[config.mk]
export PLATFORM = sky130hd
export DESIGN_NAME = vuprs_adc_sample_scheduler_flat
export DESIGN_NICKNAME = d
export VERILOG_FILES = /design/src/rtl/vuprs_adc_sample_scheduler_if.sv /design/src/rtl/vuprs_adc_sample_scheduler.sv /design/src/flat_wrapper.sv
export SDC_FILE = /design/constraint.sdc
export NUM_CORES = 1
export LEC_CHECK = 0
export ABC_AREA = 1
export BUFFER_PORTS_ARGS = -buffer_cell sky130_fd_sc_hd__clkbuf_2
export CORE_ASPECT_RATIO = 1.5
export CORE_MARGIN = 2
export CORE_UTILIZATION = 52
export DETAILED_ROUTE_END_ITERATION = 8
export PLACE_DENSITY = 0.77
export SYNTH_ARGS = -nofsm -noshare
export SYNTH_HDL_FRONTEND = slang
export SYNTH_SLANG_ARGS = --single-unit
export TNS_END_PERCENT = 30
[constraint.sdc]
create_clock -name clk -period 2.45 [get_ports clk]
set_input_delay 0.245 -clock clk [delete_from_list [all_inputs] [get_ports clk]]
set_output_delay 0.245 -clock clk [all_outputs]
set_load 0.02 [all_outputs]
[src/rtl/vuprs_adc_sample_scheduler_if.sv]
// Configuration, AD7606 controller status and scheduler results bundled as one port.
// The master modport drives config and ADC status; the slave modport is the scheduler.
interface vuprs_adc_sample_scheduler_if #(
    parameter int PERIOD_W = 24,
    parameter int CNT_W    = 16
);
    logic                cfg_enable;
    logic [PERIOD_W-1:0] cfg_period;
    logic [CNT_W-1:0]    cfg_burst_len;
    logic                adc_ready_a;
    logic                adc_ready_b;
    logic                adc_sampling_a;
    logic                adc_sampling_b;
    logic [3:0]          adc_error_a;
    logic [3:0]          adc_error_b;
    logic                trig;
    logic                frame_valid;
    logic [31:0]         frame_index;
    logic [CNT_W-1:0]    overrun_count;
    logic                burst_done;
    logic                running;
    logic [2:0]          sched_error;
    logic [31:0]         frame_timestamp;

    modport master (
        output cfg_enable, cfg_period, cfg_burst_len,
        output adc_ready_a, adc_ready_b, adc_sampling_a, adc_sampling_b,
        output adc_error_a, adc_error_b,
        input  trig, frame_valid, frame_index, overrun_count, burst_done,
        input  running, sched_error, frame_timestamp
    );

    modport slave (
        input  cfg_enable, cfg_period, cfg_burst_len,
        input  adc_ready_a, adc_ready_b, adc_sampling_a, adc_sampling_b,
        input  adc_error_a, adc_error_b,
        output trig, frame_valid, frame_index, overrun_count, burst_done,
        output running, sched_error, frame_timestamp
    );
endinterface

[src/rtl/vuprs_adc_sample_scheduler.sv]
// Paced shared trigger for two AD7606 controllers with frame, overrun, burst and fault tracking.
// Trig one cycle after an accepted tick; busy ADCs turn ticks into overruns. VUPRS_ADC_SCHED_TIMESTAMP_EN adds timestamps.
module vuprs_adc_sample_scheduler #(
    parameter int PERIOD_W      = 24,
    parameter int MIN_PERIOD    = 100,
    parameter int TRIG_HIGH     = 4,
    parameter int START_TIMEOUT = 64,
    parameter int DONE_TIMEOUT  = 512,
    parameter int CNT_W         = 16
) (
    input  logic clk,
    input  logic rst,
    vuprs_adc_sample_scheduler_if.slave bus
);
    typedef enum logic [2:0] {
        S_IDLE, S_WAIT_READY, S_ARM, S_TRIG, S_WAIT_START, S_WAIT_DONE, S_FRAME, S_ERROR
    } state_t;

    localparam int TMR_W = 16;
    localparam logic [TMR_W-1:0]    TRIG_LAST  = TMR_W'(TRIG_HIGH - 1);
    localparam logic [TMR_W-1:0]    START_LAST = TMR_W'(START_TIMEOUT - 1);
    localparam logic [TMR_W-1:0]    DONE_LIMIT = TMR_W'(DONE_TIMEOUT);
    localparam logic [PERIOD_W-1:0] MIN_P      = PERIOD_W'(MIN_PERIOD);

    state_t              state, state_n;
    logic [2:0]          err_q, err_n;
    logic                en_q;
    logic [PERIOD_W-1:0] eff_period, period_cnt;
    logic [CNT_W-1:0]    burst_len, frame_cnt, overrun_cnt;
    logic [TMR_W-1:0]    tmr;
    logic                seen_a_q, seen_b_q;
    logic [31:0]         frame_idx;

    logic en_rise, in_conv, cnt_run, tick, adc_err, ready_ok, busy, seen_a, seen_b, last_frame;

    assign en_rise    = bus.cfg_enable & ~en_q;
    assign in_conv    = state inside {S_TRIG, S_WAIT_START, S_WAIT_DONE, S_FRAME};
    assign cnt_run    = (state == S_ARM) || in_conv;
    assign tick       = cnt_run && (period_cnt == eff_period - 1'b1);
    assign adc_err    = |{bus.adc_error_a, bus.adc_error_b};
    assign ready_ok   = bus.adc_ready_a & bus.adc_ready_b;
    assign busy       = bus.adc_sampling_a | bus.adc_sampling_b;
    assign seen_a     = seen_a_q | bus.adc_sampling_a;
    assign seen_b     = seen_b_q | bus.adc_sampling_b;
    assign last_frame = (burst_len != '0) && (frame_cnt + 1'b1 == burst_len);

    always_comb begin
        state_n = state;
        err_n   = err_q;
        case (state)
            S_IDLE:       if (en_rise) state_n = S_WAIT_READY;
            S_WAIT_READY: if (ready_ok) state_n = S_ARM;
            S_ARM:        if (tick && !busy) state_n = S_TRIG;
            S_TRIG:       if (tmr == TRIG_LAST) state_n = S_WAIT_START;
            S_WAIT_START: begin
                if (seen_a && seen_b) begin
                    state_n = S_WAIT_DONE;
                end else if (tmr == START_LAST) begin
                    state_n = S_ERROR;
                    err_n   = 3'd1;
                end
            end
            S_WAIT_DONE: begin
                if (!busy) begin
                    state_n = S_FRAME;
                end else if (tmr == DONE_LIMIT) begin
                    state_n = S_ERROR;
                    err_n   = 3'd2;
                end
            end
            S_FRAME:      state_n = last_frame ? S_IDLE : S_ARM;
            S_ERROR: begin
                if (!bus.cfg_enable) begin
                    state_n = S_IDLE;
                    err_n   = 3'd0;
                end
            end
            default:      state_n = S_IDLE;
        endcase
        // Abort beats faults, controller error flags beat lost ready, both beat timeouts.
        if (state != S_IDLE && state != S_ERROR) begin
            if (!bus.cfg_enable) begin
                state_n = S_IDLE;
            end else if (adc_err) begin
                state_n = S_ERROR;
                err_n   = 3'd3;
            end else if (state != S_WAIT_READY && !ready_ok) begin
                state_n = S_ERROR;
                err_n   = 3'd4;
            end
        end
    end

    always_ff @(posedge clk or negedge rst) begin
        if (!rst) begin
            state       <= S_IDLE;
            err_q       <= 3'd0;
            en_q        <= 1'b0;
            eff_period  <= MIN_P;
            period_cnt  <= '0;
            burst_len   <= '0;
            frame_cnt   <= '0;
            overrun_cnt <= '0;
            tmr         <= '0;
            seen_a_q    <= 1'b0;
            seen_b_q    <= 1'b0;
            frame_idx   <= '0;
        end else begin
            state <= state_n;
            err_q <= err_n;
            en_q  <= bus.cfg_enable;

            // The start timer keeps counting across TRIG into WAIT_START.
            if (state_n != state && !(state == S_TRIG && state_n == S_WAIT_START))
                tmr <= '0;
            else
                tmr <= tmr + 1'b1;

            if (!cnt_run || tick)
                period_cnt <= '0;
            else
                period_cnt <= period_cnt + 1'b1;

            if (state == S_ARM) begin
                seen_a_q <= 1'b0;
                seen_b_q <= 1'b0;
            end else if (state == S_TRIG || state == S_WAIT_START) begin
                seen_a_q <= seen_a;
                seen_b_q <= seen_b;
            end

            if (state == S_IDLE && en_rise) begin
                eff_period  <= (bus.cfg_period < MIN_P) ? MIN_P : bus.cfg_period;
                burst_len   <= bus.cfg_burst_len;
                frame_cnt   <= '0;
                frame_idx   <= '0;
                overrun_cnt <= '0;
            end else begin
                if (tick && (in_conv || busy) && overrun_cnt != '1)
                    overrun_cnt <= overrun_cnt + 1'b1;
                if (state == S_FRAME) begin
                    frame_idx <= frame_idx + 32'd1;
                    frame_cnt <= frame_cnt + 1'b1;
                end
            end
        end
    end

`ifdef VUPRS_ADC_SCHED_TIMESTAMP_EN
    logic [31:0] cyc_cnt, trig_ts, stamp;

    always_ff @(posedge clk or negedge rst) begin
        if (!rst) begin
            cyc_cnt <= '0;
            trig_ts <= '0;
            stamp   <= '0;
        end else begin
            cyc_cnt <= cyc_cnt + 32'd1;
            if (state == S_TRIG && tmr == '0)
                trig_ts <= cyc_cnt;
            if (state_n == S_FRAME)
                stamp <= trig_ts;
        end
    end

    assign bus.frame_timestamp = stamp;
`else
    assign bus.frame_timestamp = 32'd0;
`endif

    assign bus.trig          = (state == S_TRIG) && bus.cfg_enable;
    assign bus.frame_valid   = (state == S_FRAME);
    assign bus.burst_done    = (state == S_FRAME) && last_frame;
    assign bus.running       = (state != S_IDLE) && (state != S_ERROR);
    assign bus.sched_error   = err_q;
    assign bus.frame_index   = frame_idx;
    assign bus.overrun_count = overrun_cnt;
endmodule

[src/flat_wrapper.sv]
// flat-port wrapper written by rule: the top's interface ports become plain ports
module vuprs_adc_sample_scheduler_flat 
#(
    parameter int PERIOD_W      = 24,
    parameter int MIN_PERIOD    = 100,
    parameter int TRIG_HIGH     = 4,
    parameter int START_TIMEOUT = 64,
    parameter int DONE_TIMEOUT  = 512,
    parameter int CNT_W         = 16
)
  (clk, rst, bus_cfg_enable, bus_cfg_period, bus_cfg_burst_len, bus_adc_ready_a, bus_adc_ready_b, bus_adc_sampling_a, bus_adc_sampling_b, bus_adc_error_a, bus_adc_error_b, bus_trig, bus_frame_valid, bus_frame_index, bus_overrun_count, bus_burst_done, bus_running, bus_sched_error, bus_frame_timestamp);
  vuprs_adc_sample_scheduler_if #(.PERIOD_W(PERIOD_W), .CNT_W(CNT_W)) bus_i ();
  input  logic clk;
  input  logic rst;
  input wire logic [$bits(bus_i.cfg_enable)-1:0] bus_cfg_enable;
  input wire logic [$bits(bus_i.cfg_period)-1:0] bus_cfg_period;
  input wire logic [$bits(bus_i.cfg_burst_len)-1:0] bus_cfg_burst_len;
  input wire logic [$bits(bus_i.adc_ready_a)-1:0] bus_adc_ready_a;
  input wire logic [$bits(bus_i.adc_ready_b)-1:0] bus_adc_ready_b;
  input wire logic [$bits(bus_i.adc_sampling_a)-1:0] bus_adc_sampling_a;
  input wire logic [$bits(bus_i.adc_sampling_b)-1:0] bus_adc_sampling_b;
  input wire logic [$bits(bus_i.adc_error_a)-1:0] bus_adc_error_a;
  input wire logic [$bits(bus_i.adc_error_b)-1:0] bus_adc_error_b;
  output wire logic [$bits(bus_i.trig)-1:0] bus_trig;
  output wire logic [$bits(bus_i.frame_valid)-1:0] bus_frame_valid;
  output wire logic [$bits(bus_i.frame_index)-1:0] bus_frame_index;
  output wire logic [$bits(bus_i.overrun_count)-1:0] bus_overrun_count;
  output wire logic [$bits(bus_i.burst_done)-1:0] bus_burst_done;
  output wire logic [$bits(bus_i.running)-1:0] bus_running;
  output wire logic [$bits(bus_i.sched_error)-1:0] bus_sched_error;
  output wire logic [$bits(bus_i.frame_timestamp)-1:0] bus_frame_timestamp;
  assign bus_i.cfg_enable = bus_cfg_enable;
  assign bus_i.cfg_period = bus_cfg_period;
  assign bus_i.cfg_burst_len = bus_cfg_burst_len;
  assign bus_i.adc_ready_a = bus_adc_ready_a;
  assign bus_i.adc_ready_b = bus_adc_ready_b;
  assign bus_i.adc_sampling_a = bus_adc_sampling_a;
  assign bus_i.adc_sampling_b = bus_adc_sampling_b;
  assign bus_i.adc_error_a = bus_adc_error_a;
  assign bus_i.adc_error_b = bus_adc_error_b;
  assign bus_trig = bus_i.trig;
  assign bus_frame_valid = bus_i.frame_valid;
  assign bus_frame_index = bus_i.frame_index;
  assign bus_overrun_count = bus_i.overrun_count;
  assign bus_burst_done = bus_i.burst_done;
  assign bus_running = bus_i.running;
  assign bus_sched_error = bus_i.sched_error;
  assign bus_frame_timestamp = bus_i.frame_timestamp;
  vuprs_adc_sample_scheduler #(.PERIOD_W(PERIOD_W), .MIN_PERIOD(MIN_PERIOD), .TRIG_HIGH(TRIG_HIGH), .START_TIMEOUT(START_TIMEOUT), .DONE_TIMEOUT(DONE_TIMEOUT), .CNT_W(CNT_W)) u_core (.clk(clk), .rst(rst), .bus(bus_i));
endmodule
==> run metrics <==
status finished, violations left; failing checks setup timing; Clk pwr share 22.2%; Post-route DRC 0; Max Freq roughly 340 MHz; Routed WL 26.9 mm; max_cap viols 0; NumNets Final approximately 1600; WHS 17.2 ps; die area between 15000 and 20000 sq um; CTS sink cnt 153; GP Congestion between 0.9 and 1; peak supply drop 0.603 mV; worst hold path type input port to flop; Starting Density 52.9%; CP max-delay cell dfrtp_1; ratio of cells with drive above 1 in the final layout 22.9%; wire per inst 15.4 um; Cell Area, Synth ~9500 sq um; Seq pwr share a little under a third; worst skew pair latency between 400 and 500 ps; Post-Layout Cell Count 1749; Cells after Synth 1312; WS Path Type flop to output pin; IO buf count roughly 110; Reg clk slew, reported paths roughly 70 ps; core area approximately 18000 sq um; unrepaired setup endpoints after global routing yes; critical-path cell list ha_4 > inv_2 > nand2_2 > nand2_2 > nor2_2 > nand2_1 > nor2_2 > nand2_1 > nor3b_2 > nand4_1 > nor3b_2 > nand2_1 > nor4_2 > buf_2; data required time of the worst path 2200 ps; CTS tree built; hold path start bus_cfg_burst_len[7]; Finish-stage setup viols 33; grt met1 use 31.3%; EDFF count, synth 0; antenna violations before repair 0; startpoint types flop; final setup TNS -7850 ps; Synth Warn # 0; critical path arrival 2700 ps; worst-path fanout max 2; final worst setup slack -492 ps; GR peak layer met2; Die X 114 um; Die Y between 150 and 200 um; dpl cells 1701; Psw 5.43 mW; Leak around 5.8 nW; register area share after synthesis around 40%; syn avg cell area 7.21 sq um; clk_skew between 10 and 15 ps; Crit. Startpoint u_core.frame_cnt[0]; Overflow after GRT 0; largest net degree at the start of global routing 68; Slowest Stage Delay on Critical Path 410 ps; initial drt markers 722; fin crit period 2940 ps; first-pass GRT wire length 43.0 mm; vias post-DR 9539; Routed Antenna Nets 0; reg2reg start u_core.eff_period[1]; Gate power share 46.3%; Async SR Flop Fraction 100%; I/O pins 142; Most Frequent Cell on Critical Path nand2_1; switching portion of total power a little over two fifths; max-slew violation count 0; Rel. slew slack 55.6%; H-tree depth 4; vias in the first global route between 9000 and 10000; unique cell type count in the Yosys netlist 48; pwr dens 1050 nW/um^2; Slew @ Worst Pin 667 ps; n_diodes 0; GR Layer Usage met3 5.00%; drt first pass iters 6; Synth Flop Type dfrtp_1; clk root buf clkbuf_16; Fin. Hold Viols 0; Internal Power around 7.1 mW; Crit. End Element output pin; share of the cycle needed by the critical path after routing 120%; drt via density 5.45; cell row count 60; CTS Buffer Depth 2; M2 GR Usage around 50%; Seq cells post-synth 153; Tot GR Track Use 27.9%; dpl ws -206 ps; FILL cells 1494; DPL Wire Length 19.2 mm; total CTS buffers 17; Area Growth Syn to Fin 25.8%
repair_timing:
| item | CTS | global route |
|---|---|---|
| hold buffers | 2 | 0 |
| setup endpoints to repair | 35 | 56 |
| gates cloned | 2 | 1 |
| gates resized for setup | 40 | 60 |
| buffers inserted | 10 | 7 |
| hold endpoints to repair | 61 | 0 |
| pin swaps | 5 | 25 |
worst max-delay path, delay by kind of cell, from the launching register on:
| kind | cells | cell delay [ps] |
|---|---|---|
| adders and majority gates | 1 | 290 |
| buffers and inverters | 2 | 250 |
| DFF | 1 | 410 |
| and+or+nand+nor | 11 | 1320 |
layout by cell type (no fill, tap or decap), types with 18 or more instances in the layout:
master     Yosys  routed
a21oi_1       42      41
buf_4         32      91
clkbuf_16      0      18
clkbuf_2       1     107
conb_1         1      32
dfrtp_1      150     150
inv_1        178     174
nand2_1      314     302
nand3_1      101      90
nand4_1       32      32
nor2_1       150     128
nor2_2        15      24
nor2_4        12      26
nor3_1        55      52
o21ai_0       61      55
xor2_1        35      35
logic make-up after synthesis:
group,after synthesis,share of synthesized area (%)
adders and majority gates,7,0.926
AOI/OAI and AO/OA,140,8.23
xor gates and xnor gates,49,4.68
buffers and inverters,237,10.9
DFF,153,40.5
and+or+nand+nor,725,34.7
other,1,0.0397
layout make-up:
type                       instances  area [sq um]  area share (%)
inverter                         179           672            5.65
timing repair buffer             215          1460            12.3
sequential                       153          3830            32.2
tap                              217           272            2.28
clock inverter                    14           189            1.59
multi-input combinational        954          5050            42.4
clock buffer                      17           425            3.58
cells in the mapped netlist (6+ instances only):
| master | instances | share of area (%) |
|---|---|---|
| nand2_1 | 314 | 12 |
| inv_1 | 178 | 7.1 |
| dfrtp_1 | 150 | 40 |
| nor2_1 | 150 | 6.0 |
| nand3_1 | 101 | 5.3 |
| o21ai_0 | 61 | 3.2 |
| nor3_1 | 55 | 2.9 |
| a21oi_1 | 42 | 2.2 |
| xor2_1 | 35 | 3.2 |
| buf_4 | 32 | 2.5 |
| nand4_1 | 32 | 2.1 |
| clkbuf_1 | 18 | 0.71 |
| nor4_1 | 17 | 1.1 |
| nor2_2 | 15 | 0.99 |
| xnor2_1 | 13 | 1.2 |
| nor2_4 | 12 | 1.4 |
| o22ai_1 | 10 | 0.66 |
| a31oi_1 | 7 | 0.46 |
| ha_1 | 7 | 0.93 |
| o31ai_1 | 7 | 0.56 |
| nand3b_1 | 6 | 0.48 |
sequential cells by signal (all words and copies together), names as in the netlist:
name                      cells
u_core.frame_cnt             16
u_core.bus.frame_index       32
u_core.bus.sched_error        3
u_core.tmr                   16
u_core.bus.overrun_count     16
u_core.eff_period            24
u_core.seen_b_q               1
u_core.en_q                   1
u_core.period_cnt            24
u_core.burst_len             16
u_core.seen_a_q               1
u_core.state                  3
power groups by stage:
stage          Combinational (mW)  Clock [mW]  Sequential, mW
2_1_floorplan                3.04           0            4.03
3_3_place_gp                 4.94           0            3.92
3_5_place_dp                 5.05           0            3.92
4_1_cts                      5.52        2.81            3.91
5_1_grt                      6.42        2.91            4.03
6_report                     5.81        2.79            3.94
through the flow:
stage,total power [mW],cell area (sq um),util (%)
2_1_floorplan,7.07,9580,-
3_3_place_gp,8.86,10800,60.2
3_5_place_dp,8.97,10800,60.2
4_1_cts,12.2,11600,65.2
5_1_grt,13.4,11900,66.6
6_report,12.5,11900,66.6
layer usage:
| layer | routed length (um) | up-vias |
|---|---|---|
| met5 | 0 | - |
| met4 | 1100 | 0 |
| met3 | 1280 | 80 |
| met2 | 14300 | 343 |
| met1 | 10200 | 4504 |
| li1 | - | 4612 |
worst paths after layout:
| kind | slack, ps | depth (start not counted) | to |
|---|---|---|---|
| worst max-delay path | -490 | 14 | bus_burst_done |
| worst min-delay path | 20 | 3 | u_core.burst_len[7] |
| worst max register to register | -310 | 21 | u_core.bus.overrun_count[10] |
| worst min register to register | 500 | 1 | u_core.bus.frame_index[30] |
| max in group asynchronous | 1250 | 3 | u_core.tmr[5] |
| min in group asynchronous | 380 | 2 | u_core.frame_cnt[9] |
Note: power is estimated with default switching activity, not from simulation.
